$ cat src/rtl/pipeline_hazard_unit.sv
// pipeline_hazard_unit: in-flight rd scoreboard with operand forwarding, load-use stall, flush and stall counter
module pipeline_hazard_unit #(
  parameter int XLEN   = 32,
  parameter int RA_W   = 5,
  parameter int DEPTH  = 3,
  parameter int FWD_EN = 1,
  parameter int CNT_W  = 16
) (
  input  logic                       clk,
  input  logic                       rst_n,
  input  logic                       dec_valid,
  input  logic [RA_W-1:0]            dec_rs1,
  input  logic [RA_W-1:0]            dec_rs2,
  input  logic                       dec_rs1_rd,
  input  logic                       dec_rs2_rd,
  input  logic [RA_W-1:0]            dec_rd,
  input  logic                       dec_rd_wr,
  input  logic [XLEN-1:0]            rf_a,
  input  logic [XLEN-1:0]            rf_b,
  input  logic [DEPTH*XLEN-1:0]      stg_res,
  input  logic [DEPTH-1:0]           stg_res_vld,
  input  logic                       mem_busy,
  input  logic                       br_flush,
  output logic [XLEN-1:0]            opnd_a,
  output logic [XLEN-1:0]            opnd_b,
  output logic [$clog2(DEPTH+1)-1:0] sel_a,
  output logic [$clog2(DEPTH+1)-1:0] sel_b,
  output logic                       stall,
  output logic                       issue,
  output logic [CNT_W-1:0]           stall_cycles
);
  localparam int SEL_W = $clog2(DEPTH+1);
  localparam int NS    = 2**SEL_W;
  logic [DEPTH:1]   r_vld;
  logic [RA_W-1:0]  r_rd [1:DEPTH];
  logic [CNT_W-1:0] r_cnt;
  logic [XLEN-1:0]  w_stg [NS];
  logic [NS-1:0]    w_rv;
  logic [SEL_W-1:0] w_win_a, w_win_b;
  logic             w_hz_a, w_hz_b;
  // Index 0 and any padding slots above DEPTH are never selected; the writeback stage is always final
  for (genvar s = 0; s < NS; s++) begin : g_stg
    if (s >= 1 && s <= DEPTH) begin : g_real
      assign w_stg[s] = stg_res[(s-1)*XLEN +: XLEN];
      assign w_rv[s]  = (s == DEPTH) || stg_res_vld[s-1];
    end else begin : g_pad
      assign w_stg[s] = '0;
      assign w_rv[s]  = 1'b1;
    end
  end
  // Youngest in-flight writer of rs (lowest stage number), 0 when none; x0 never matches
  function automatic logic [SEL_W-1:0] youngest(input logic [RA_W-1:0] rs, input logic en);
    youngest = '0;
    for (int k = DEPTH; k >= 1; k--)
      if (en && rs != '0 && r_vld[k] && r_rd[k] == rs) youngest = SEL_W'(k);
  endfunction
  // Operand selection and hazard detection, purely combinational from decode
  always_comb begin
    w_win_a = youngest(dec_rs1, dec_rs1_rd);
    w_win_b = youngest(dec_rs2, dec_rs2_rd);
    w_hz_a  = (w_win_a != '0) && (FWD_EN == 0 || !w_rv[w_win_a]);
    w_hz_b  = (w_win_b != '0) && (FWD_EN == 0 || !w_rv[w_win_b]);
    sel_a   = (w_win_a != '0 && !w_hz_a) ? w_win_a : '0;
    sel_b   = (w_win_b != '0 && !w_hz_b) ? w_win_b : '0;
    opnd_a  = (sel_a == '0) ? rf_a : w_stg[sel_a];
    opnd_b  = (sel_b == '0) ? rf_b : w_stg[sel_b];
    stall   = mem_busy | (dec_valid & (w_hz_a | w_hz_b));
    issue   = dec_valid & ~stall & ~br_flush;
  end
  // Scoreboard: frozen while memory is busy, cleared by a flush, otherwise shifts one stage per cycle
  always_ff @(posedge clk or negedge rst_n) begin
    if (!rst_n) begin
      r_vld <= '0;
      for (int k = 1; k <= DEPTH; k++) r_rd[k] <= '0;
    end else if (!mem_busy) begin
      if (br_flush) r_vld <= '0;
      else begin
        r_vld   <= {r_vld[DEPTH-1:1], issue & dec_rd_wr & (dec_rd != '0)};
        r_rd[1] <= dec_rd;
        for (int k = 2; k <= DEPTH; k++) r_rd[k] <= r_rd[k-1];
      end
    end
  end
  // Saturating count of hazard stalls seen by a valid decode while memory is ready
  always_ff @(posedge clk or negedge rst_n) begin
    if (!rst_n) r_cnt <= '0;
    else if (dec_valid & stall & ~mem_busy & ~&r_cnt) r_cnt <= r_cnt + 1'b1;
  end
  assign stall_cycles = r_cnt;
endmodule

$ cat config.mk
export PLATFORM = sky130hd
export DESIGN_NAME = pipeline_hazard_unit
export DESIGN_NICKNAME = d
export VERILOG_FILES = /design/src/rtl/pipeline_hazard_unit.sv
export SDC_FILE = /design/constraint.sdc
export NUM_CORES = 1
export LEC_CHECK = 0
export CAP_MARGIN = 0
export CORE_AREA = 2 2 107 109
export CTS_CLUSTER_DIAMETER = 150
export DETAILED_ROUTE_END_ITERATION = 16
export DIE_AREA = 0 0 109 111
export DONT_BUFFER_PORTS = 1
export GPL_ROUTABILITY_DRIVEN = 1
export PLACE_DENSITY = 0.49
export SKIP_CTS_REPAIR_TIMING = 1
export SLEW_MARGIN = 15
export SYNTH_ARGS = -nofsm -noshare
export SYNTH_HDL_FRONTEND = slang
export SYNTH_SLANG_ARGS = --single-unit
$ cat constraint.sdc
create_clock -name clk -period 8.6 [get_ports clk]
set_clock_uncertainty 0.2 [all_clocks]
set_input_delay 1.29 -clock clk [delete_from_list [all_inputs] [get_ports clk]]
set_output_delay 1.29 -clock clk [all_outputs]
set_load 0.02 [all_outputs]
; ---- Word level (Yosys, flattened, before mapping)
; Cells that the tools add are included.
[totals]
reg_bits = 34
input_bits = 186
word_cells = 84
[op_classes]
addsub = 1
n_lt_le_gt_ge = 4
n_eq_ne = 6
n_mux = 21
bitwise_logic = 15
n_reduce_logical = 32
[op_table]
columns = cell, n
row1 = $mux 32, 6
row2 = $bmux 32 s2, 2
row3 = $eq 5x5->1, 6
row4 = $logic_and 1x1->1, 18
row5 = $add 16x1->16 const B, 1
row6 = $mux 2, 8
row7 = $reduce_and 16->1, 1
row8 = $reduce_bool 5->1, 3
row9 = $and 1x1->1, 8
row10 = $ge 3x3->1 const B, 2
row11 = $lt 2x3->1 const B, 2
row12 = $not 2->3, 2
row13 = $logic_not 1->1, 5
row14 = $bmux 1 s2, 2
row15 = $logic_not 2->1, 2
row16 = $reduce_bool 2->1, 2
row17 = $mux 3, 1
row18 = $not 1->1, 3
row19 = $mux 1, 2
row20 = $or 1x1->1, 2
row21 = $reduce_and 2->1, 1

; ---- Logic depth before layout (Yosys ltp)
[logic_depth]
word_depth = 20
ltp_mapped = 10
depth_no_buf = 8

; ---- Least setup slack after synthesis
; No wires, ideal clock.
[synth_path]
path_kind = input -> output
startpoint = in dec_rs2[1]
endpoint = out opnd_b[25]
arrival_time_ns = 3.217
t_required_ns = 7.110
setup_slack_ns = 3.893
cell_stages = 9
n_path_buf = 2
path_cell_list = or4_1 -> o21a_1 -> and4_4 -> buf_6 -> nor2_8 -> a21o_4 -> mux2i_4 -> buf_6 -> a221o_1
[synth_via]
elab_chain_len = 19
word_cells_on_any_way = 28
cone_classes = 3 x eq/ne / 10 x mux / 1 x bitwise / 14 x reduce/logical
[synth_lines]
columns = element, line_no
row1 = from (decl), 13  ; input logic [RA_W-1:0] dec_rs2,
row2 = $reduce_bool 5->1, 55  ; if (en && rs != '0 && r_vld[k] && r_rd[k] == rs) youngest = SEL_W'(k);
row3 = $logic_and 1x1->1 (3 in series), 55
row4 = $mux 2 (2 in series), 55
row5 = $mux 2 *, 55
row6 = $bmux 1 s2, 62  ; w_hz_b = (w_win_b != '0) && (FWD_EN == 0 || !w_rv[w_win_b]);
row7 = $mux 1 (implied by the code), 62
row8 = $logic_not 1->1, 62
row9 = $logic_and 1x1->1, 62
row10 = $logic_not 1->1, 64  ; sel_b = (w_win_b != '0 && !w_hz_b) ? w_win_b : '0;
row11 = $logic_and 1x1->1, 64
row12 = $mux 2 *, 64
row13 = $not 2->3 (implied by the code), 66  ; opnd_b = (sel_b == '0) ? rf_b : w_stg[sel_b];
row14 = $bmux 32 s2, 66
row15 = $mux 32 (implied by the code) (2 in series), 66
row16 = $mux 32 *, 66
row17 = to (decl), 25  ; output logic [XLEN-1:0] opnd_b,
; Mark *: on every way between the ends. The rest lies on a longest branch, timed or not. The select of a mux whose other input is x is not followed.

; ---- Final worst setup path
[layout_path]
startpoint = in dec_rs2[1]
endpoint = out opnd_b[13]
; Same word-level chain as after synthesis.

==> metrics list <==
* Leakage: between 1.5 and 2 nW
* Worst r2r src: r_rd[11]
- The clock passes through at most 2 buffers.
- Asr flop ratio synth: between 90% and 100%
- Count of inserted antenna diode cells: 0
- Once layout is done, the placed cells without fillers occupy ~4200 um2.
- Worst reg2reg setup slack: 5.70 ns
* Initial core utilization: 36.1%
- Area Overhead vs Synth: 4.47%
- Using the TritonRoute via totals, the vias-per-cell ratio works out to 6.88.
- Post-Synth Adder-Cell Area: 0.313%
- Share of post-route cells with drive strength above 1: under 10%
- Capture point of the critical path: opnd_b[13]
* Uppermost signal routing layer after detailed routing: met4
- The first global-routing pass estimated about 21000 um of wire.
- The Yosys step of the flow raised 0 warnings.
- Max-capacitance violation count: 0
* Number of synthesized register bits: 34
* RSZ-0062 raised after global routing: no
- DR pass1 iterations: 6
- Endpoint kind of the worst setup timing path: primary output
- Data on the critical path arrives at its endpoint at about 4.3 ns.
- The average instance in the mapped netlist occupies 8.19 um2.
- Entering global routing, the biggest net connects 71 pins.
- The core region is ~11000 um2.
- Once placement finished, the instance area stood at 4010 um2.
* Max Transition Viols Final: 0
- Top-level I/O count: about 270
- Net count of the mapped netlist: about 680
- Summing the sequential cell areas from Yosys gives about a fifth of the chip area.
- In the synthesized netlist, the number of instances is approximately 490.
- DRT iter0 DRCs: around 410
- Count of filler cells inserted in the layout: roughly 1200
- Summing the areas of all and, or, nand and nor instances in the mapped netlist gives around 20% of the synthesized area.
- Startpoint class of the critical path: input pin
* DR WL met2: about 6900 um
* Detail-routed net length per standard cell: 24.1 um
- After Yosys synthesis, XOR and XNOR cells account for under 10% of the synthesized area.
* Routability-driven placement congestion ratio: 0.832
- The floorplan has 39 rows.
- Ratio of final minimum period to clock period: about two thirds
* Post-synthesis cell type count: 48
- Worst-Skew Late Latency: about 0.28 ns
- Root buffer selected by CTS: sky130_fd_sc_hd__clkbuf_16
* Total Neg Setup Slack: 0 ns
* Total Die Area: ~12000 um2
* Main flop type after synthesis: sky130_fd_sc_hd__dfrtp_1
* WL met1: 5520 um
* Total number of vias: roughly 4100
- The smallest clock period supported by the final layout is computed as roughly 5.8 ns.
- Total length of routed met3 wires: around 1400 um
* Status: completed
* DIE HEIGHT: 111 um
- Number of port buffers: 0
- The most critical setup path has its startpoint at dec_rs2[1].
* Post-route DRC violation count: 0
- The detail route stage leaves a number of antenna-violating nets equal to 0.
- Detailed placement ended at an HPWL of ~10000 um.
- Achievable clock frequency: 0.172 GHz
* Crit-path max FO: 65
- Pin slew with the least headroom to its limit: approximately 1.1 ns
* Number of placed instances with taps included: 587
- TritonCTS built the clock tree.
- The die is about 110 um wide.
- Buffers inserted during clock tree synthesis total 5.
- Grt ovf: 0
- Headroom to the max-slew limit: 27.3%
- The via count of the first global-routing pass is slightly below 4000.
- Category of the most critical setup path: input pin to primary output
* Layout Nets: roughly 640
- Final setup violation count: 0
- Clock-pin slew was measured on the worst setup and hold paths at 0.05 ns.
* Number of synthesized flops with an enable pin: 0
- Length in cells of the worst reg-to-reg path: 7
- Path class of the lowest-slack min-delay path: flip-flop to flip-flop
- Highest ir drop seen on vdd: 0.000207 V
- In this run the critical register-to-register path is captured at stall_cycles[1].
- Power spread over the standard cell area amounts to 126 nW/um2.
- Mux cell area share after synthesis: under 10%
- The final count of hold timing violations came to 0.
- Summing the areas of all compound-gate instances in the mapped netlist gives 35.8% of the synthesized area.
- Post-route insts no fill: 594
- By area, the combinational part of the netlist is dominated by compound AO/OA/AOI/OAI gates.
- Global routing used between 20% and 30% of the available tracks.
- Number of levels in the clock H-tree: 2
* Required arrival time at the worst endpoint: 7.11 ns
- The initial antenna violation count is 0.
- Wirelength, routed: between 10000 and 15000 um
- Summing every instance area after synthesis gives around 4000 um2.
* Clk sink count: 34
-- area by class of cell --
type	count	area (um2)	share of cell area, %
multi-input cells	403	2940	70.2
inverters	1	3.75	0.0897
clock inverters	1	30.0	0.718
flip-flops and latches	34	851	20.3
repair buffers	6	45.0	1.08
clock buffers	6	139	3.32
well taps	143	179	4.28
-- Yosys cell counts (2+ instances only) --
cell	n	area share (%)
sky130_fd_sc_hd__clkbuf_1	41	3.8
sky130_fd_sc_hd__nand2_1	41	3.8
sky130_fd_sc_hd__a21o_1	40	7.5
sky130_fd_sc_hd__a32oi_1	37	8.1
sky130_fd_sc_hd__nand3_1	36	4.5
sky130_fd_sc_hd__nor2_1	36	3.4
sky130_fd_sc_hd__o21ai_0	35	4.4
sky130_fd_sc_hd__dfrtp_1	34	21
sky130_fd_sc_hd__a32o_1	28	7.0
sky130_fd_sc_hd__a221o_1	27	6.8
sky130_fd_sc_hd__xor2_1	23	5.0
sky130_fd_sc_hd__xnor2_1	22	4.8
sky130_fd_sc_hd__mux2_2	18	5.1
sky130_fd_sc_hd__nand4_1	8	1.3
sky130_fd_sc_hd__mux2i_1	5	1.3
sky130_fd_sc_hd__nand2b_1	5	0.78
sky130_fd_sc_hd__and3_1	4	0.62
sky130_fd_sc_hd__buf_6	4	1.1
sky130_fd_sc_hd__nor4_1	4	0.62
sky130_fd_sc_hd__and2_1	3	0.47
sky130_fd_sc_hd__buf_2	3	0.37
sky130_fd_sc_hd__a21oi_1	2	0.25
sky130_fd_sc_hd__and4_1	2	0.44
sky130_fd_sc_hd__buf_1	2	0.19
sky130_fd_sc_hd__nor2b_1	2	0.31
sky130_fd_sc_hd__nor3_1	2	0.25
sky130_fd_sc_hd__nor3b_1	2	0.37
sky130_fd_sc_hd__o21a_1	2	0.37
sky130_fd_sc_hd__or4_1	2	0.37
-- registers in the layout, indices dropped and copies added, names as in the netlist --
name,count
stall_cycles,16
r_rd,15
r_vld,3
-- worst min path at each step --
stage | start | endpoint | cells past startpoint
floorplan | r_vld[3] | r_vld[3] | 2
global placement | r_vld[3] | r_vld[3] | 2
detailed placement | r_vld[3] | r_vld[3] | 2
CTS | r_vld[3] | r_vld[3] | 2
global route | r_vld[3] | r_vld[3] | 2
finish | r_vld[3] | r_vld[3] | 2
-- power breakdown --
part	internal (W)	leakage, nW	switching, W
Combinational	0.0000557	1.11	0.0000602
Clock	0.000143	0.0829	0.0000646
Sequential	0.000178	0.442	0.0000249
-- cell families (layout without fill, tap and decap cells) --
| logic type | count (synthesis) | after routing |
|---|---|---|
| AND/OR/NAND/NOR | 156 | 156 |
| AO/OA/AOI/OAI | 177 | 177 |
| buffers and inverters | 52 | 14 |
| multiplexers | 24 | 24 |
| flip-flops | 34 | 34 |
| XOR/XNOR | 45 | 45 |
| adder cells (fa/ha/maj) | 1 | 1 |
-- critical path, cell delays in order --
cell,delay [ns]
sky130_fd_sc_hd__or4_1,0.54
sky130_fd_sc_hd__o21a_1,0.24
sky130_fd_sc_hd__nand4_1,0.10
sky130_fd_sc_hd__buf_4,0.56
sky130_fd_sc_hd__mux2i_4,0.99
sky130_fd_sc_hd__a221o_1,0.48
-- per-stage QoR --
stage / util (%) / hold WS, ns / total power, W / setup WS (ns)
detailed placement: 36.2 / 0.324 / 0.000322 / 2.80
finish: 37.8 / 0.331 / 0.000527 / 2.80
global placement: 36.2 / 0.319 / 0.000322 / 2.83
floorplan: - / 0.272 / 0.000312 / 3.89
CTS: 37.7 / 0.336 / 0.000533 / 2.80
global route: 37.8 / 0.383 / 0.000552 / 2.70
-- metal layers --
metal  track usage [%]  vias up
met3              5.23       35
met4              8.38        0
li1                  -     1832
met5                 0        -
met1              26.8     1972
met2              37.8      246
-- cells in the final DEF, fill, tap and decap left out, types with 2 or more instances in the layout --
| cell | n |
|---|---|
| sky130_fd_sc_hd__nor2b_1 | 2 |
| sky130_fd_sc_hd__mux2i_1 | 5 |
| sky130_fd_sc_hd__a32o_1 | 28 |
| sky130_fd_sc_hd__nor3b_1 | 2 |
| sky130_fd_sc_hd__nand2b_1 | 5 |
| sky130_fd_sc_hd__nor2_1 | 35 |
| sky130_fd_sc_hd__and3_1 | 4 |
| sky130_fd_sc_hd__a21o_1 | 39 |
| sky130_fd_sc_hd__mux2_2 | 18 |
| sky130_fd_sc_hd__dfrtp_1 | 34 |
| sky130_fd_sc_hd__nor3_1 | 2 |
| sky130_fd_sc_hd__and4_1 | 2 |
| sky130_fd_sc_hd__nand4_1 | 8 |
| sky130_fd_sc_hd__a32oi_1 | 37 |
| sky130_fd_sc_hd__and2_1 | 3 |
| sky130_fd_sc_hd__nand3_1 | 36 |
| sky130_fd_sc_hd__o21ai_0 | 35 |
| sky130_fd_sc_hd__nand2_1 | 41 |
| sky130_fd_sc_hd__nor4_1 | 4 |
| sky130_fd_sc_hd__o21a_1 | 2 |
| sky130_fd_sc_hd__clkbuf_16 | 5 |
| sky130_fd_sc_hd__or4_1 | 2 |
| sky130_fd_sc_hd__xnor2_1 | 22 |
| sky130_fd_sc_hd__nor3_4 | 2 |
| sky130_fd_sc_hd__a221o_1 | 27 |
| sky130_fd_sc_hd__a21oi_1 | 2 |
| sky130_fd_sc_hd__buf_4 | 6 |
| sky130_fd_sc_hd__xor2_1 | 23 |
Note: power is estimated with default switching activity, not from simulation.
